[src/rtl/apx_err_monitor_pkg.sv]
// Shared definitions for the approximate-adder error monitor and its stage-1 helper.
package apx_mon_pkg;

    localparam int DEF_WIDTH = 32;
    localparam int DEF_CNT_W = 16;
    localparam int DEF_ACC_W = 48;

    // Ceiling of the summed-error accumulator at the default width.
    localparam logic [DEF_ACC_W-1:0] SUM_SAT_DEF = '1;

    typedef enum logic [1:0] {
        ST_IDLE  = 2'd0,
        ST_RUN   = 2'd1,
        ST_DRAIN = 2'd2,
        ST_DONE  = 2'd3
    } mon_state_e;

endpackage

[src/rtl/apx_err_monitor_if.sv]
// Result-pair stream: the producer drives a pair plus valid, the monitor answers with ready.
interface apx_sample_if
    import apx_mon_pkg::*;
#(
    parameter int WIDTH = DEF_WIDTH
) ();

    logic             in_valid;
    logic             in_ready;
    logic [WIDTH-1:0] in_acc;
    logic [WIDTH-1:0] in_apx;

    modport master (output in_valid, output in_acc, output in_apx, input in_ready);
    modport slave  (input in_valid, input in_acc, input in_apx, output in_ready);

endinterface

[src/rtl/apx_err_dist.sv]
// Registered error-distance stage: |acc - apx| via a WIDTH+1 difference, plus nonzero flag.
module apx_err_dist
    import apx_mon_pkg::*;
#(
    parameter int WIDTH = DEF_WIDTH
) (
    input  logic             clk,
    input  logic             rst_n,
    input  logic             in_valid,
    input  logic [WIDTH-1:0] in_acc,
    input  logic [WIDTH-1:0] in_apx,
    output logic             out_valid,
    output logic [WIDTH-1:0] out_ed,
    output logic             out_nz
);

    logic [WIDTH:0]   diff;
    logic [WIDTH-1:0] mag;
    logic             valid_d, valid_q;
    logic [WIDTH-1:0] ed_d, ed_q;
    logic             nz_d, nz_q;

    // Magnitude of the sign-extended difference; ED is held when no new pair arrives.
    always_comb begin
        diff    = {1'b0, in_acc} - {1'b0, in_apx};
        mag     = diff[WIDTH] ? (~diff[WIDTH-1:0] + WIDTH'(1)) : diff[WIDTH-1:0];
        valid_d = in_valid;
        ed_d    = in_valid ? mag : ed_q;
        nz_d    = in_valid ? (mag != '0) : nz_q;
    end

    // Stage-1 registers.
    always_ff @(posedge clk or negedge rst_n) begin
        if (!rst_n) begin
            valid_q <= 1'b0;
            ed_q    <= '0;
            nz_q    <= 1'b0;
        end else begin
            valid_q <= valid_d;
            ed_q    <= ed_d;
            nz_q    <= nz_d;
        end
    end

    assign out_valid = valid_q;
    assign out_ed    = ed_q;
    assign out_nz    = nz_q;

endmodule

[src/rtl/apx_err_monitor.sv]
// Error-statistics collector: accepts result pairs, accumulates ED stats over one run.
//
// state    | meaning
// IDLE     | after reset, waiting for start; stats zero
// RUN      | accepting pairs until num_samples have been taken
// DRAIN    | last pair is in stage 1; stats final on the next edge
// DONE     | stats frozen and readable; start begins a new run
module apx_err_monitor
    import apx_mon_pkg::*;
#(
    parameter int WIDTH = DEF_WIDTH,
    parameter int CNT_W = DEF_CNT_W,
    parameter int ACC_W = DEF_ACC_W
) (
    input  logic              clk,
    input  logic              rst_n,
    input  logic              start,
    input  logic [CNT_W-1:0]  num_samples,
    apx_sample_if.slave       smp,
    output logic              busy,
    output logic              done,
    output logic [CNT_W-1:0]  samples_seen,
    output logic [CNT_W-1:0]  err_count,
    output logic [WIDTH-1:0]  max_ed,
    output logic [ACC_W-1:0]  sum_ed
);

    localparam logic [ACC_W-1:0] SAT_MAX = '1;

    mon_state_e       state_d, state_q;
    logic [CNT_W-1:0] num_d, num_q;
    logic [CNT_W-1:0] accepted_d, accepted_q;
    logic             in_ready_d, in_ready_q;
    logic             busy_d, busy_q;
    logic             done_d, done_q;
    logic [CNT_W-1:0] seen_d, seen_q;
    logic [CNT_W-1:0] err_d, err_q;
    logic [WIDTH-1:0] max_d, max_q;
    logic [ACC_W-1:0] sum_d, sum_q;
    logic [ACC_W:0]   sum_ext;

    logic             xfer;
    logic             s1_valid;
    logic [WIDTH-1:0] s1_ed;
    logic             s1_nz;

    assign xfer = smp.in_valid && in_ready_q;

    apx_err_dist #(.WIDTH(WIDTH)) u_dist (
        .clk       (clk),
        .rst_n     (rst_n),
        .in_valid  (xfer),
        .in_acc    (smp.in_acc),
        .in_apx    (smp.in_apx),
        .out_valid (s1_valid),
        .out_ed    (s1_ed),
        .out_nz    (s1_nz)
    );

    // Next-state for the FSM, acceptance counter and stage-2 statistics.
    always_comb begin
        state_d    = state_q;
        num_d      = num_q;
        accepted_d = accepted_q;
        seen_d     = seen_q;
        err_d      = err_q;
        max_d      = max_q;
        sum_d      = sum_q;
        sum_ext    = {1'b0, sum_q} + {{(ACC_W + 1 - WIDTH){1'b0}}, s1_ed};

        if (s1_valid) begin
            seen_d = seen_q + CNT_W'(1);
            err_d  = err_q + CNT_W'(s1_nz);
            if (s1_ed > max_q) begin
                max_d = s1_ed;
            end
            sum_d  = sum_ext[ACC_W] ? SAT_MAX : sum_ext[ACC_W-1:0];
        end

        case (state_q)
            ST_IDLE, ST_DONE: begin
                if (start) begin
                    state_d    = ST_RUN;
                    num_d      = num_samples;
                    accepted_d = '0;
                    seen_d     = '0;
                    err_d      = '0;
                    max_d      = '0;
                    sum_d      = '0;
                end
            end
            ST_RUN: begin
                if (xfer) begin
                    accepted_d = accepted_q + CNT_W'(1);
                end
                if (num_q == '0) begin
                    state_d = ST_DRAIN;
                end else if (xfer && (accepted_q == num_q - CNT_W'(1))) begin
                    state_d = ST_DRAIN;
                end
            end
            ST_DRAIN: begin
                // Nothing enters stage 1 here, so the last sample retires on this edge.
                state_d = ST_DONE;
            end
            default: state_d = ST_IDLE;
        endcase

        in_ready_d = (state_d == ST_RUN) && (accepted_d < num_d);
        busy_d     = (state_d == ST_RUN) || (state_d == ST_DRAIN);
        done_d     = (state_d == ST_DONE);
    end

    // State, control outputs and statistics registers.
    always_ff @(posedge clk or negedge rst_n) begin
        if (!rst_n) begin
            state_q    <= ST_IDLE;
            num_q      <= '0;
            accepted_q <= '0;
            in_ready_q <= 1'b0;
            busy_q     <= 1'b0;
            done_q     <= 1'b0;
            seen_q     <= '0;
            err_q      <= '0;
            max_q      <= '0;
            sum_q      <= '0;
        end else begin
            state_q    <= state_d;
            num_q      <= num_d;
            accepted_q <= accepted_d;
            in_ready_q <= in_ready_d;
            busy_q     <= busy_d;
            done_q     <= done_d;
            seen_q     <= seen_d;
            err_q      <= err_d;
            max_q      <= max_d;
            sum_q      <= sum_d;
        end
    end

    assign smp.in_ready  = in_ready_q;
    assign busy          = busy_q;
    assign done          = done_q;
    assign samples_seen  = seen_q;
    assign err_count     = err_q;
    assign max_ed        = max_q;
    assign sum_ed        = sum_q;

endmodule

[src/flat_wrapper.sv]
// flat-port wrapper written by rule: the top's interface ports become plain ports
module apx_err_monitor_flat import apx_mon_pkg::*;
#(
    parameter int WIDTH = DEF_WIDTH,
    parameter int CNT_W = DEF_CNT_W,
    parameter int ACC_W = DEF_ACC_W
)
  (clk, rst_n, start, num_samples, busy, done, samples_seen, err_count, max_ed, sum_ed, smp_in_valid, smp_in_acc, smp_in_apx, smp_in_ready);
  apx_sample_if #(.WIDTH(WIDTH)) smp_i ();
  input  logic clk;
  input  logic rst_n;
  input  logic start;
  input  logic [CNT_W-1:0] num_samples;
  output logic busy;
  output logic done;
  output logic [CNT_W-1:0] samples_seen;
  output logic [CNT_W-1:0] err_count;
  output logic [WIDTH-1:0] max_ed;
  output logic [ACC_W-1:0] sum_ed;
  input wire logic [$bits(smp_i.in_valid)-1:0] smp_in_valid;
  input wire logic [$bits(smp_i.in_acc)-1:0] smp_in_acc;
  input wire logic [$bits(smp_i.in_apx)-1:0] smp_in_apx;
  output wire logic [$bits(smp_i.in_ready)-1:0] smp_in_ready;
  assign smp_i.in_valid = smp_in_valid;
  assign smp_i.in_acc = smp_in_acc;
  assign smp_i.in_apx = smp_in_apx;
  assign smp_in_ready = smp_i.in_ready;
  apx_err_monitor #(.WIDTH(WIDTH), .CNT_W(CNT_W), .ACC_W(ACC_W)) u_core (.clk(clk), .rst_n(rst_n), .start(start), .num_samples(num_samples), .smp(smp_i), .busy(busy), .done(done), .samples_seen(samples_seen), .err_count(err_count), .max_ed(max_ed), .sum_ed(sum_ed));
endmodule
[config.mk]
export PLATFORM = sky130hd
export DESIGN_NAME = apx_err_monitor_flat
export DESIGN_NICKNAME = d
export VERILOG_FILES = /design/src/rtl/apx_err_monitor_pkg.sv /design/src/rtl/apx_err_monitor_if.sv /design/src/rtl/apx_err_dist.sv /design/src/rtl/apx_err_monitor.sv /design/src/flat_wrapper.sv
export SDC_FILE = /design/constraint.sdc
export NUM_CORES = 1
export LEC_CHECK = 0
export BUFFER_PORTS_ARGS = -buffer_cell sky130_fd_sc_hd__buf_2
export CAP_MARGIN = 15
export CORE_ASPECT_RATIO = 1.75
export CORE_UTILIZATION = 35
export DETAILED_ROUTE_END_ITERATION = 10
export HOLD_SLACK_MARGIN = 0.06
export PLACE_DENSITY_LB_ADDON = 0.05
export SKIP_CTS_REPAIR_TIMING = 1
export SYNTH_ARGS = -nofsm -noshare
export SYNTH_HDL_FRONTEND = slang
export SYNTH_SLANG_ARGS = --single-unit
export TNS_END_PERCENT = 30
[constraint.sdc]
create_clock -name clk -period 6 [get_ports clk]
set_input_delay 1.2 -clock clk [delete_from_list [all_inputs] [get_ports clk]]
set_output_delay 1.2 -clock clk [all_outputs]
set_load 0.02 [all_outputs]
==> impl_metrics.tcl, run 1 <==
set metrics [dict create \
    syn_avg_cell_area_sq_um 8.41 \
    grt_pass1_wl_mm 66.0 \
    num-nets-final 2078 \
    worst_slew_pin_slew_ns 1.13 \
    slowest_stage "fa_1" \
    r2r-end "u_core.sum_ed[45]" \
    ys.flop_type "dfrtp_1" \
    worstSetupPathType "input pin to register" \
    synthArstFlopShare_pct 100 \
    vias_per_cell 5.20 \
    ir_worst_vdd_mv 0.163 \
    rrSetupSlack_ns 1.44 \
    rsz0062_at_grt "no" \
    overflow 0 \
    clkLatencyLatePin_ns 0.47 \
    finalHoldViolations 0 \
    synth_enable_flop_cells 0 \
    synth_area_leaders "dfrtp_1 (32%), ha_1 (11%), o21ai_0 (4.7%), nand2_1 (4.4%), xnor2_1 (4.2%)" \
    vias 12661 \
    start_util_pct 35.5 \
    setup_viol 0 \
    drv_slew 0 \
    crit_family "simple AND/OR/NAND/NOR gates" \
    cts_buffers 17 \
    antenna_found_initial 0 \
    finalPower_w 0.00701 \
    antenna_cells 0 \
    top_layer_used "met4" \
    core-area_sq_um 40700 \
    wl_met3_mm 1.22 \
    design_area_sq_um 16500 \
    cp.arrival_ns 5.20 \
    period_needed_ns 4.88 \
    htree_levels 4 \
    fin_ws_ns 1.12 \
    status "finished with violations" \
    fin_crit_sh_pct 81.3 \
    reg2reg_from "u_core.u_dist.out_ed[0]" \
    row_count 98 \
    ys_types 94 \
    cts.sinks 183 \
    dieArea_sq_um 42100 \
    crit_chain "buf_2 > inv_1 > ha_1 > inv_1 > fa_1 > a211oi_2 > o21ai_2 > o2111a_1 > a211o_1 > or3_4 > and4bb_1 > and3_1 > a31oi_1 > xnor2_1 > nand4_1 > nor4_2 > a31oi_1" \
    cts_buffer_depth 2 \
    yosysSeqAreaShare_pct 31.7 \
    p_per_area_nw_per_um2 424 \
    wl_mm 40.7 \
    grt_max_degree 93 \
    dp_hpwl_mm 31.7 \
    fp.dieW_um 156 \
    cellLeakagePower_nw 8.06 \
    drive_gt1_share_pct 15.0 \
    crit_path_max_incr_delay_ns 0.43 \
    hp-class "register to register" \
    synth-seq-cells 183 \
    timing.critical_path.from "smp_in_acc[0]" \
    grt_use_total_pct 19.7 \
    reg2reg_depth 15 \
    path_depth 17 \
    first_pass_iters 8 \
    place.port_buffers 198 \
    gp_congestion 0.880 \
    cp_max_fo 11 \
    fillCellCount 4287 \
    wl_per_cell_um 16.7 \
    cts_tree "built" \
    crit_required_ns 6.32 \
    drt_iter0_markers 503 \
    violations "design-rule violations" \
    ios 199 \
    crit_path_end "u_core.u_dist.out_nz" \
    drcViolationCount 1 \
    clkSlewWorstSetupHoldPaths_ns 0.08 \
    slew_headroom_pct 24.7 \
    route.met2.wl_mm 20.9 \
    cts_root_buffer "clkbuf_16" \
    seq_area_sq_um 4580 \
    synth.cell_area_sq_um 14400 \
    wl_met1_mm 17.6 \
    crit_path_end_kind "register" \
    placed_area_sq_um 15900 \
    cp-start-kind "input pin" \
    multi_input_area_sq_um 9120 \
    ant_nets 0 \
    synth.largest_area_cell "dfrtp_1" \
    max_freq_mhz 205 \
    tns_ns 0 \
    fp.dieH_um 271 \
    netlist_instances 1718 \
    worst-path-buf-inv 3 \
    area_growth_pct 14.3 \
    drv_cap 0 \
    grt_pass1_vias 12594 \
    yosys.area.top_type_share_pct 31.7 \
    dpl_worst_slack_ns 0.637 \
    synth_nets 1926 \
    yosys_warnings 0 \
    skew_ns 0.0200 \
]
[stage by stage]
step	cells	hold WS (ns)	utilization, %
after floorplan	1718	0.496	-
after global placement	2401	0.482	39.1
after detailed placement	2401	0.495	39.1
after CTS	2433	0.508	40.6
after global routing	2433	0.545	40.6
final	2433	0.508	40.6
[metal layers]
layer  up-vias  GRT usage, %
met5         -             0
met4         0          6.89
met3        53          2.18
met2       247          35.8
met1      5934          23.7
li1       6427             -
[report_power, final]
group,total [W],internal [W],switching [W]
registers,0.00205,0.00160,0.000456
clock network,0.00114,0.000559,0.000577
logic,0.00382,0.00156,0.00226
[placed cells by master, fill, tap and decap left out, types with 54 or more instances in the layout]
cell	n
a21oi_1	80
mux2i_1	54
dfrtp_1	182
inv_1	120
xnor2_1	70
a31oi_1	56
buf_2	197
nor2_1	148
nand2_1	167
o21ai_0	137
ha_1	122
xor2_1	65
[sequential cells by signal, summed over array words and instances, names as in the netlist, 2 cells and up]
name                  flops
u_core.u_dist.out_ed     32
u_core.samples_seen      16
u_core.max_ed            32
u_core.sum_ed            48
u_core.num_q             16
u_core.state_q            2
u_core.err_count         16
u_core.accepted_q        16
[synth_stat cells (4+ instances only)]
cell / number
a211o_1: 4
a211oi_1: 16
a211oi_2: 5
a21boi_0: 14
a21o_1: 45
a21oi_1: 80
a311oi_1: 6
a31oi_1: 56
a32oi_1: 4
and2_1: 8
and3_1: 29
and4_1: 10
buf_2: 9
clkbuf_1: 61
dfrtp_1: 183
ha_1: 122
inv_1: 120
mux2i_1: 54
nand2_1: 168
nand2b_1: 11
nand3_1: 43
nand3b_1: 4
nand4_1: 24
nor2_1: 148
nor2b_1: 19
nor3_1: 24
nor3b_1: 5
nor4_1: 15
nor4_2: 4
o211ai_1: 10
o21a_1: 19
o21ai_0: 137
o21ai_1: 9
o21bai_1: 6
o31ai_1: 10
o41ai_1: 4
or2_2: 9
or3_1: 9
or4_1: 4
xnor2_1: 70
xor2_1: 65
[final cells by class]
type                       count  area share, %
sequential                   183           27.7
clock inverter                14          0.940
tap                          550           4.17
clock buffer                  18           2.60
multi-input combinational   1340           55.2
inverter                     120           2.73
timing repair buffer         208           6.59
[worst register-to-register path: cells and delay by family (launching register included)]
family	cells	cell delay, ns
buf+inv	1	0.06
compound gates	9	2.89
flops	1	0.42
simple gates	3	0.51
fa+ha+maj	2	0.61
[cells by family after synthesis]
logic type,share of synthesized area [%]
compound gates,21.0
simple gates,19.0
fa+ha+maj,10.8
xor+xnor,8.30
buf+inv,5.26
flops,31.7
mux,3.90
[worst min path at each step]
stage	start	to	slack, ns	depth (start not counted)
final	u_core.sum_ed[36]	u_core.sum_ed[36]	0.51	1
after global placement	u_core.sum_ed[34]	u_core.sum_ed[34]	0.48	1
after global routing	u_core.sum_ed[36]	u_core.sum_ed[36]	0.55	1
after detailed placement	u_core.sum_ed[38]	u_core.sum_ed[38]	0.49	1
after floorplan	u_core.u_dist.out_ed[0]	u_core.u_dist.out_ed[0]	0.50	2
after CTS	u_core.sum_ed[38]	u_core.sum_ed[38]	0.51	1
Note: power is estimated with default switching activity, not from simulation.
==> run 2, diff against run 1 <==
--- a/config.mk
+++ b/config.mk
@@ -5,6 +5,7 @@
 export SDC_FILE = /design/constraint.sdc
 export NUM_CORES = 1
 export LEC_CHECK = 0
+export ABC_AREA = 1
 export BUFFER_PORTS_ARGS = -buffer_cell sky130_fd_sc_hd__buf_2
 export CAP_MARGIN = 15
 export CORE_ASPECT_RATIO = 1.75
==> constraint.sdc (replaced) <==
create_clock -name clk -period 5 [get_ports clk]
set_input_delay 1 -clock clk [delete_from_list [all_inputs] [get_ports clk]]
set_output_delay 1 -clock clk [all_outputs]
set_load 0.02 [all_outputs]
==> impl_metrics.tcl, run 2 <==
set metrics [dict create \
    drcViolationCount 0 \
    wl_per_cell_um 17.5 \
    yosysMostFrequentCell "nand2_1" \
    cp_max_fo 4 \
    cts.sinks 183 \
    fillCellCount 4812 \
    layout_common_cells "nand2_1 (578), inv_1 (378), nor2_1 (215)" \
    worst_slew_pin_slew_ns 1.06 \
    htree_levels 4 \
    fin_cells 3091 \
    grt_max_degree 76 \
    synth-seq-cells 183 \
    fp.dieH_um 280 \
    cp-start-kind "input pin" \
    rsz0062_at_grt "no" \
    setup_viol 0 \
    tns_ns 0 \
    hp-class "input pin to async pin" \
    area_growth_pct 14.2 \
    antenna_cells 0 \
    synth_enable_flop_cells 0 \
    core-area_sq_um 43500 \
    worst-path-buf-inv 3 \
    cts_tree "built" \
    p_per_area_nw_per_um2 530 \
    placed_area_sq_um 17100 \
    drive_gt1_share_pct 12.6 \
    slowest_stage "fa_1" \
    reg2reg_from "u_core.u_dist.out_ed[0]" \
    place.port_buffers 198 \
    drt_iter0_markers 631 \
    drv_cap 0 \
    clkSlewWorstSetupHoldPaths_ns 0.08 \
    vias 15552 \
    start_util_pct 35.6 \
    period_needed_ns 4.04 \
    first_pass_iters 5 \
    overflow 0 \
    yosys_warnings 0 \
    dp_hpwl_mm 44.7 \
    largest_reg_flops 48 \
    synth.cell_area_sq_um 15500 \
    yosysSeqAreaShare_pct 29.6 \
    cts_root_buffer "clkbuf_16" \
    netlist_instances 2328 \
    finalHoldViolations 0 \
    vias_per_cell 5.03 \
    synth_area_leaders "dfrtp_1 (30%), nand2_1 (14%), ha_1 (9.9%), inv_1 (9.2%), a21oi_1 (5.7%)" \
    grt_use_total_pct 24.3 \
    crit_path_max_incr_delay_ns 0.45 \
    synth.largest_area_cell "dfrtp_1" \
    crit_family "simple AND/OR/NAND/NOR gates" \
    dpl_worst_slack_ns 0.492 \
    skew_ns 0.0122 \
    num-nets-final 2720 \
    synthTopCellsByCount "nand2_1 (580), inv_1 (378), nor2_1 (216)" \
    synthArstFlopShare_pct 100 \
    multi_input_area_sq_um 9230 \
    ant_nets 0 \
    status "finished, final reports clean" \
    cp.arrival_ns 4.38 \
    ios 199 \
    ys.flop_type "dfrtp_1" \
    drv_slew 0 \
    wl_mm 54.2 \
    seq_area_sq_um 4580 \
    crit_required_ns 5.33 \
    dp.cells 3059 \
    cts_buffer_depth 2 \
    design_area_sq_um 17700 \
    synth_nets 2536 \
    grt_pass1_wl_mm 84.1 \
    crit_path_end_kind "register" \
    fp.dieW_um 161 \
    syn_avg_cell_area_sq_um 6.64 \
    fin_crit_sh_pct 80.9 \
    worstSetupPathType "input pin to register" \
    fin_ws_ns 0.956 \
    max_freq_mhz 247 \
    cellLeakagePower_nw 9.29 \
    gp_congestion 0.917 \
    slew_headroom_pct 29.3 \
    ir_worst_vdd_mv 0.247 \
    yosys.area.top_type_share_pct 29.6 \
    row_count 101 \
    timing.critical_path.from "smp_in_apx[0]" \
    cts_buffers 17 \
    clkLatencyLatePin_ns 0.46 \
    final_common_cell "nand2_1" \
    dieArea_sq_um 45100 \
    antenna_found_initial 0 \
    path_common_cell "nand2_1" \
    grt_pass1_vias 16038 \
    ys_types 57 \
    crit_chain "buf_2 > ha_1 > inv_1 > fa_1 > inv_1 > ha_1 > nand2_1 > nor2_1 > nand3_1 > nor2_2 > nand2_1 > nor2_2 > nand3_1 > nor2_1 > nand2_1 > nand3_1 > nand2_1 > nor2_1 > nand2_1 > nor2_1 > a21oi_1" \
]
[run 2: cell count changes after synthesis, moves of 20 or more]
cell / previous run / this run
xor2_1: 65 / 34
a21oi_1: 80 / 176
clkbuf_1: 61 / 31
nor2_1: 148 / 216
nand2_2: 2 / 22
a21o_1: 45 / 6
inv_1: 120 / 378
nand3_1: 43 / 132
nand2_1: 168 / 580
and3_1: 29 / 2
mux2i_1: 54 / 1
xnor2_1: 70 / 26
[run 2: logic make-up after synthesis]
kind of cell             synth area share, %
AND/OR/NAND/NOR                         30.0
flip-flops                              29.6
multiplexers                          0.0647
XOR/XNOR                                3.40
buffers and inverters                   10.8
adder cells (fa/ha/maj)                 10.1
AO/OA/AOI/OAI                           16.0
[run 2: cell type report]
type	instances	share of cell area (%)
multi-input cells	1711	52.3
flip-flops and latches	183	25.9
inverters	392	8.36
repair buffers	207	6.12
well taps	566	4.01
clock buffers	19	2.51
clock inverters	13	0.758
[run 2: stage by stage]
stage	hold slack [ns]	util [%]	power [W]
CTS	0.555	40.6	0.00947
global placement	0.521	39.3	0.00800
floorplan	0.494	-	0.00623
detailed placement	0.535	39.3	0.00804
global route	0.560	40.6	0.0102
finish	0.549	40.6	0.00936
[run 2: final timing paths]
check	endpoint	slack, ns	cells past startpoint
setup / recovery	u_core.u_dist.out_nz	0.96	21
hold / removal	u_core.err_count[12]	0.55	1
setup reg to reg	u_core.sum_ed[34]	1.27	19
hold reg to reg	u_core.err_count[15]	0.55	2
max in group asynchronous	u_core.u_dist.out_ed[24]	3.46	2
min in group clk	u_core.err_count[15]	0.55	2
[run 2: per-layer routing]
layer / track usage, % / vias up / share of wire, %
met4: 14.9 / 0 / 6.0
met3: 3.10 / 139 / 3.2
met1: 21.4 / 7147 / 34
li1: - / 7919 / -
met5: 0 / - / 0
met2: 50.2 / 347 / 57
[run 2: report_power, final]
group / switching [W] / internal, W
sequential: 0.000572 / 0.00196
clock: 0.000657 / 0.000715
combinational: 0.00358 / 0.00187
